==> src/rtl/alu_stack_pkg.sv <==
// Shared encodings for the stack processor execute-stage sequencer.
// Command types, ALU opcodes and sequencer states live here.
package alu_stack_pkg;

    localparam int DATA_W = 16;
    localparam int OP_W   = 4;

    typedef enum logic [1:0] {
        CMD_PUSH = 2'd0,
        CMD_POP  = 2'd1,
        CMD_ALU  = 2'd2,
        CMD_RSVD = 2'd3
    } cmd_type_e;

    localparam logic [OP_W-1:0] OP_ADD  = 4'd0;
    localparam logic [OP_W-1:0] OP_SUB  = 4'd1;
    localparam logic [OP_W-1:0] OP_AND  = 4'd2;
    localparam logic [OP_W-1:0] OP_OR   = 4'd3;
    localparam logic [OP_W-1:0] OP_XOR  = 4'd4;
    localparam logic [OP_W-1:0] OP_A    = 4'd5;
    localparam logic [OP_W-1:0] OP_B    = 4'd6;
    localparam logic [OP_W-1:0] OP_NEQ  = 4'd7;
    localparam logic [OP_W-1:0] OP_ANZ  = 4'd8;
    localparam logic [OP_W-1:0] OP_BLTA = 4'd9;
    localparam logic [OP_W-1:0] OP_LAST = 4'd9;

    typedef enum logic [1:0] {
        IDLE = 2'd0,
        READ = 2'd1,
        EXEC = 2'd2,
        RESP = 2'd3
    } state_e;

    function automatic logic op_legal(
        input logic [OP_W-1:0] op
    );
        return op <= OP_LAST;
    endfunction

endpackage

==> src/rtl/alu_stack_ctrl_alu.sv <==
// Shared 16-bit ALU; purely combinational, fed from operand registers.
// Overflow is the add carry-out and reads 0 for every other opcode.
module alu
    import alu_stack_pkg::*;
(
    input  logic [OP_W-1:0]   op,
    input  logic [DATA_W-1:0] a,
    input  logic [DATA_W-1:0] b,
    output logic [DATA_W-1:0] y,
    output logic              ovf
);

    logic [DATA_W:0] sum;

    assign sum = {1'b0, a} + {1'b0, b};

    always_comb begin
        y   = '0;
        ovf = 1'b0;
        case (op)
            OP_ADD: begin
                y   = sum[DATA_W-1:0];
                ovf = sum[DATA_W];
            end
            OP_SUB:  y = a - b;
            OP_AND:  y = a & b;
            OP_OR:   y = a | b;
            OP_XOR:  y = a ^ b;
            OP_A:    y = a;
            OP_B:    y = b;
            OP_NEQ:  y = DATA_W'(a != b);
            OP_ANZ:  y = DATA_W'(a != '0);
            OP_BLTA: y = DATA_W'(b < a);
            default: y = '0;
        endcase
    end

endmodule

==> src/rtl/alu_stack_ctrl.sv <==
// Execute-stage sequencer owning the operand stack and the shared ALU.
// One command in flight; PUSH/POP/errors answer in 1 cycle, ALU in 3.
module alu_stack_ctrl
    import alu_stack_pkg::*;
#(
    parameter  int DEPTH = 16,
    localparam int PTR_W = $clog2(DEPTH + 1)
) (
    input  logic              clk,
    input  logic              reset_n,
    input  logic              cmd_valid,
    output logic              cmd_ready,
    input  logic [1:0]        cmd_type,
    input  logic [OP_W-1:0]   cmd_op,
    input  logic [DATA_W-1:0] cmd_data,
    output logic              rsp_valid,
    input  logic              rsp_ready,
    output logic [DATA_W-1:0] rsp_data,
    output logic              rsp_overflow,
    output logic              rsp_err,
    output logic [DATA_W-1:0] tos,
    output logic [PTR_W-1:0]  depth
);

    localparam int IDX_W = (DEPTH > 1) ? $clog2(DEPTH) : 1;

    state_e            state;
    state_e            state_nxt;
    logic [DATA_W-1:0] stack [DEPTH];
    logic [PTR_W-1:0]  cnt;
    logic [OP_W-1:0]   op_q;
    logic [DATA_W-1:0] opa_q;
    logic [DATA_W-1:0] opb_q;
    logic [DATA_W-1:0] alu_y;
    logic              alu_ovf;
    logic [IDX_W-1:0]  top_idx;
    logic [IDX_W-1:0]  nxt_idx;
    logic [IDX_W-1:0]  push_idx;
    logic              accept;
    logic              is_push;
    logic              is_pop;
    logic              is_alu;
    logic              cmd_err;

    assign top_idx  = IDX_W'(cnt - PTR_W'(1));
    assign nxt_idx  = IDX_W'(cnt - PTR_W'(2));
    assign push_idx = IDX_W'(cnt);

    assign cmd_ready = (state == IDLE);
    assign accept    = cmd_valid && cmd_ready;
    assign depth     = cnt;
    assign tos       = (cnt == '0) ? '0 : stack[top_idx];

    assign is_push = (cmd_type == CMD_PUSH);
    assign is_pop  = (cmd_type == CMD_POP);
    assign is_alu  = (cmd_type == CMD_ALU);

    // Everything rejectable is known at acceptance, so errors never stall.
    assign cmd_err =
        (is_push && cnt == PTR_W'(DEPTH)) ||
        (is_pop && cnt == '0) ||
        (is_alu && (cnt < PTR_W'(2) || !op_legal(cmd_op))) ||
        (cmd_type == CMD_RSVD);

    alu u_alu (
        .op  (op_q),
        .a   (opa_q),
        .b   (opb_q),
        .y   (alu_y),
        .ovf (alu_ovf)
    );

    always_ff @(posedge clk or negedge reset_n) begin
        if (!reset_n) state <= IDLE;
        else          state <= state_nxt;
    end

    always_comb begin
        state_nxt = state;
        unique case (state)
            IDLE: if (cmd_valid)
                state_nxt = (is_alu && !cmd_err) ? READ : RESP;
            READ: state_nxt = EXEC;
            EXEC: state_nxt = RESP;
            RESP: if (rsp_ready) state_nxt = IDLE;
        endcase
    end

    always_ff @(posedge clk or negedge reset_n) begin
        if (!reset_n) begin
            cnt          <= '0;
            op_q         <= '0;
            opa_q        <= '0;
            opb_q        <= '0;
            rsp_valid    <= 1'b0;
            rsp_data     <= '0;
            rsp_overflow <= 1'b0;
            rsp_err      <= 1'b0;
        end else begin
            unique case (state)
                IDLE: if (accept) begin
                    op_q <= cmd_op;
                    if (cmd_err) begin
                        rsp_valid    <= 1'b1;
                        rsp_data     <= '0;
                        rsp_overflow <= 1'b0;
                        rsp_err      <= 1'b1;
                    end else if (is_push) begin
                        cnt          <= cnt + PTR_W'(1);
                        rsp_valid    <= 1'b1;
                        rsp_data     <= cmd_data;
                        rsp_overflow <= 1'b0;
                        rsp_err      <= 1'b0;
                    end else if (is_pop) begin
                        cnt          <= cnt - PTR_W'(1);
                        rsp_valid    <= 1'b1;
                        rsp_data     <= stack[top_idx];
                        rsp_overflow <= 1'b0;
                        rsp_err      <= 1'b0;
                    end
                end
                READ: begin
                    opa_q <= stack[nxt_idx];
                    opb_q <= stack[top_idx];
                end
                EXEC: begin
                    cnt          <= cnt - PTR_W'(1);
                    rsp_valid    <= 1'b1;
                    rsp_data     <= alu_y;
                    rsp_overflow <= alu_ovf;
                    rsp_err      <= 1'b0;
                end
                RESP: if (rsp_ready) rsp_valid <= 1'b0;
            endcase
        end
    end

    // Contents need no reset: depth alone decides what is visible.
    always_ff @(posedge clk) begin
        if (reset_n && accept && !cmd_err && is_push)
            stack[push_idx] <= cmd_data;
        else if (reset_n && state == EXEC)
            stack[nxt_idx] <= alu_y;
    end

endmodule

==> config.mk <==
export PLATFORM = sky130hd
export DESIGN_NAME = alu_stack_ctrl
export DESIGN_NICKNAME = d
export VERILOG_FILES = /design/src/rtl/alu_stack_pkg.sv /design/src/rtl/alu_stack_ctrl_alu.sv /design/src/rtl/alu_stack_ctrl.sv
export SDC_FILE = /design/constraint.sdc
export NUM_CORES = 1
export LEC_CHECK = 0
export ABC_AREA = 1
export BUFFER_PORTS_ARGS = -buffer_cell sky130_fd_sc_hd__buf_2
export CAP_MARGIN = 5
export CORE_MARGIN = 2
export CORE_UTILIZATION = 50
export CTS_CLUSTER_DIAMETER = 120
export DETAILED_ROUTE_END_ITERATION = 6
export GPL_TIMING_DRIVEN = 0
export PLACE_DENSITY_LB_ADDON = 0.12
export SLEW_MARGIN = 20
export SYNTH_ARGS = -nofsm -noshare
export SYNTH_HDL_FRONTEND = slang
export SYNTH_HIERARCHICAL = 1
export SYNTH_SLANG_ARGS = --single-unit
==> constraint.sdc <==
create_clock -name clk -period 7.75 [get_ports clk]
set_clock_uncertainty 0.15 [all_clocks]
set_input_delay 1.9375 -clock clk [delete_from_list [all_inputs] [get_ports clk]]
set_output_delay 1.9375 -clock clk [all_outputs]
set_load 0.02 [all_outputs]
==> flow_summary.ini <==
[worst_setup_path]
worstPathRequired_ps = 5660
rrSetupSlack_ps = 2960
rr_startpoint = depth[1]
slowest_stage = clkbuf_1
rr_worst_depth = 11
cp-end-kind = output port
rr_endpoint = stack[12][12]
crit_path_max_fanout = 12
path_cells = inv_1, buf_2, clkbuf_1, ha_1, buf_2, inv_1, buf_2, buf_2, nand2_1, nand3_1, nand3_1, a21oi_1, buf_2
critical-path-max-stage-delay_ps = 710
cpMostUsedCell = buf_2
arrival_ps = 4870
critPathLaunchType = flop
crit_type = flop to output port

[synthesis]
synthTopCellsByCount = 519 x nand2_1, 372 x nor2_1, 256 x edfxtp_1
synthDistinctLibCells = 50
yosysWarnings = 6
syn_nets = 2460
synth.most_common_cell = nand2_1
synth_ff_type = edfxtp_1
ys_seq_area_share_pct = 48.1
avgSynthCellArea_um2 = 8.09
syn_inst = 2373
synth_edf_count = 256
synth.area.top_cells = edfxtp_1 40%, nand2_1 10%, dfrtp_1 8.1%
synth_top_area_share_pct = 40.0
async_flop_share_pct = 19.5
yosys.area.top_type = edfxtp_1
synth_area_um2 = 19200
ys_ff_latch = 318

[layout]
fin_nets = 2580
drive_gt1_share_pct = 11.7
diodes = 0
final_cells = 3032
area_growth_syn_to_layout_pct = 13.9

[timing]
relSlewSlack_pct = 26.5
fmax_mhz = 144
finalSetupViolations = 0
tns_ps = 0
maxSlewViolCount = 0
final-hold-violation-count = 0
rsz0062_at_grt = false
worst_slack_ps = 790
worst_pin_slew_ps = 1100
post-route-period-util_pct = 89.8
post-route-min-period_ps = 6960

[status]
status = finished, final reports clean

[placement]
gp_congestion = 1.02
numPortBuffers = 66
dp_cells = 2965
dp_hpwl_um = 59300
dpl_worst_slack_ps = 1680

[clocking]
path_clk_slew_ps = 60
hold_buffers = 0
cts_buffers = 37
clk_latency_ps = 580
post_cts_resize_count = 0
postCtsSetupBuffers = 0
clockRootBuffer = clkbuf_16
cts_tree = built
cts_sinks = 318
htreeDepth = 2
clockBufferDepth = 3

[floorplan]
start_util_pct = 50.8
placeableCoreArea_um2 = 37800
die_area_um2 = 40000
rows = 71
die_y_um = 200
num_io_pins = 67
fp.dieW_um = 200

[hold_path]
hold_path_end = rsp_overflow
hold_depth = 2
min_from = rsp_overflow
hold_class = flop to flop

[global_routing]
grt_max_degree = 50
antenna_found_initial = 2
grt_pass1_wl_um = 117000
grt_pass1_vias = 17800
grt_overflow = 0
track_usage_pct = 41.4

[detailed_routing]
ant_nets = 0
wl_per_cell_um = 27.1
dr_total_vias = 18900
wirelength_um = 82300
route.detailed.drc = 0
first_pass_iters = 6
drt_iter0_markers = 2766
via_per_inst = 6.25

[job]
cap_violations = 0
-- cells by family (layout without fill, tap and decap cells) --
group,after synthesis,count (layout),synth area share (%)
AOI/OAI and AO/OA,458,458,13.4
xor gates and xnor gates,9,9,0.704
adders and majority gates,61,61,4.05
buffers and inverters,337,485,7.52
DFF,318,318,48.1
muxes,4,4,0.235
and+or+nand+nor,1186,1186,25.9
-- worst max path at each step --
stage,start,to,slack (ps),depth (start not counted)
3_3_place_gp,reset_n,stack[12][12],1150,8
3_5_place_dp,depth[1],tos[11],1680,14
5_1_grt,depth[1],tos[11],910,14
6_report,depth[1],tos[3],790,13
4_1_cts,depth[1],tos[11],1080,14
2_1_floorplan,depth[0],tos[11],3000,15
-- state kept, by name (all words and copies together) (netlist names) --
name,count
stack,256
depth,5
state,2
rsp_data,16
rsp_valid,1
opb_q,16
rsp_err,1
opa_q,16
rsp_overflow,1
op_q,4
-- area by class of cell --
type                       count  area, um^2
buffer                       137         693
multi-input combinational   1718        8690
clock inverter                19         166
tap                          511         639
inverter                     200         751
timing repair buffer          81         634
clock buffer                  48        1040
sequential                   318        9240
fill                        3419       15900
-- metal layers --
layer / GRT usage, % / routed length [um] / up-vias
li1: - / - / 8280
met1: 49.7 / 28700 / 8866
met2: 64.1 / 36200 / 1412
met3: 10.8 / 10300 / 386
met4: 31.3 / 7020 / 4
met5: 0 / 31 / -
-- critical path, delay by kind of cell (launching register included) --
family	cells	cell delay (ps)
buf+inv	8	2520
flops	1	510
simple gates	3	520
fa+ha+maj	1	370
compound gates	1	370
-- metrics by stage --
stage / util [%] / cell area, um^2 / hold slack [ps]
2_1_floorplan: - / 19200 / 327
3_3_place_gp: 53.4 / 20200 / 319
3_5_place_dp: 54.7 / 20600 / 322
4_1_cts: 57.9 / 21900 / 336
5_1_grt: 57.9 / 21900 / 356
6_report: 57.9 / 21900 / 339
-- cell usage in the layout (no fill, tap or decap), types with 9 or more instances in the layout --
master | netlist | routed
buf_2 | 55 | 120
nand3_1 | 227 | 227
buf_6 | 8 | 13
o211ai_1 | 36 | 36
nand4_1 | 13 | 13
buf_4 | 10 | 11
o221ai_1 | 28 | 28
nor2_1 | 372 | 356
o21ai_0 | 209 | 209
edfxtp_1 | 256 | 256
a21oi_1 | 133 | 117
inv_1 | 191 | 191
nand2_1 | 519 | 519
a21oi_2 | 1 | 17
a211oi_1 | 9 | 9
dfrtp_1 | 62 | 62
clkbuf_16 | 0 | 40
a31oi_1 | 11 | 11
nor2_4 | 1 | 17
nand3_2 | 13 | 13
ha_1 | 59 | 59
nor3_1 | 11 | 11
o22ai_1 | 21 | 21
clkbuf_1 | 54 | 61
Power is not shown: default switching activity piles up to over one toggle a cycle in this logic, so the estimate is an artifact.
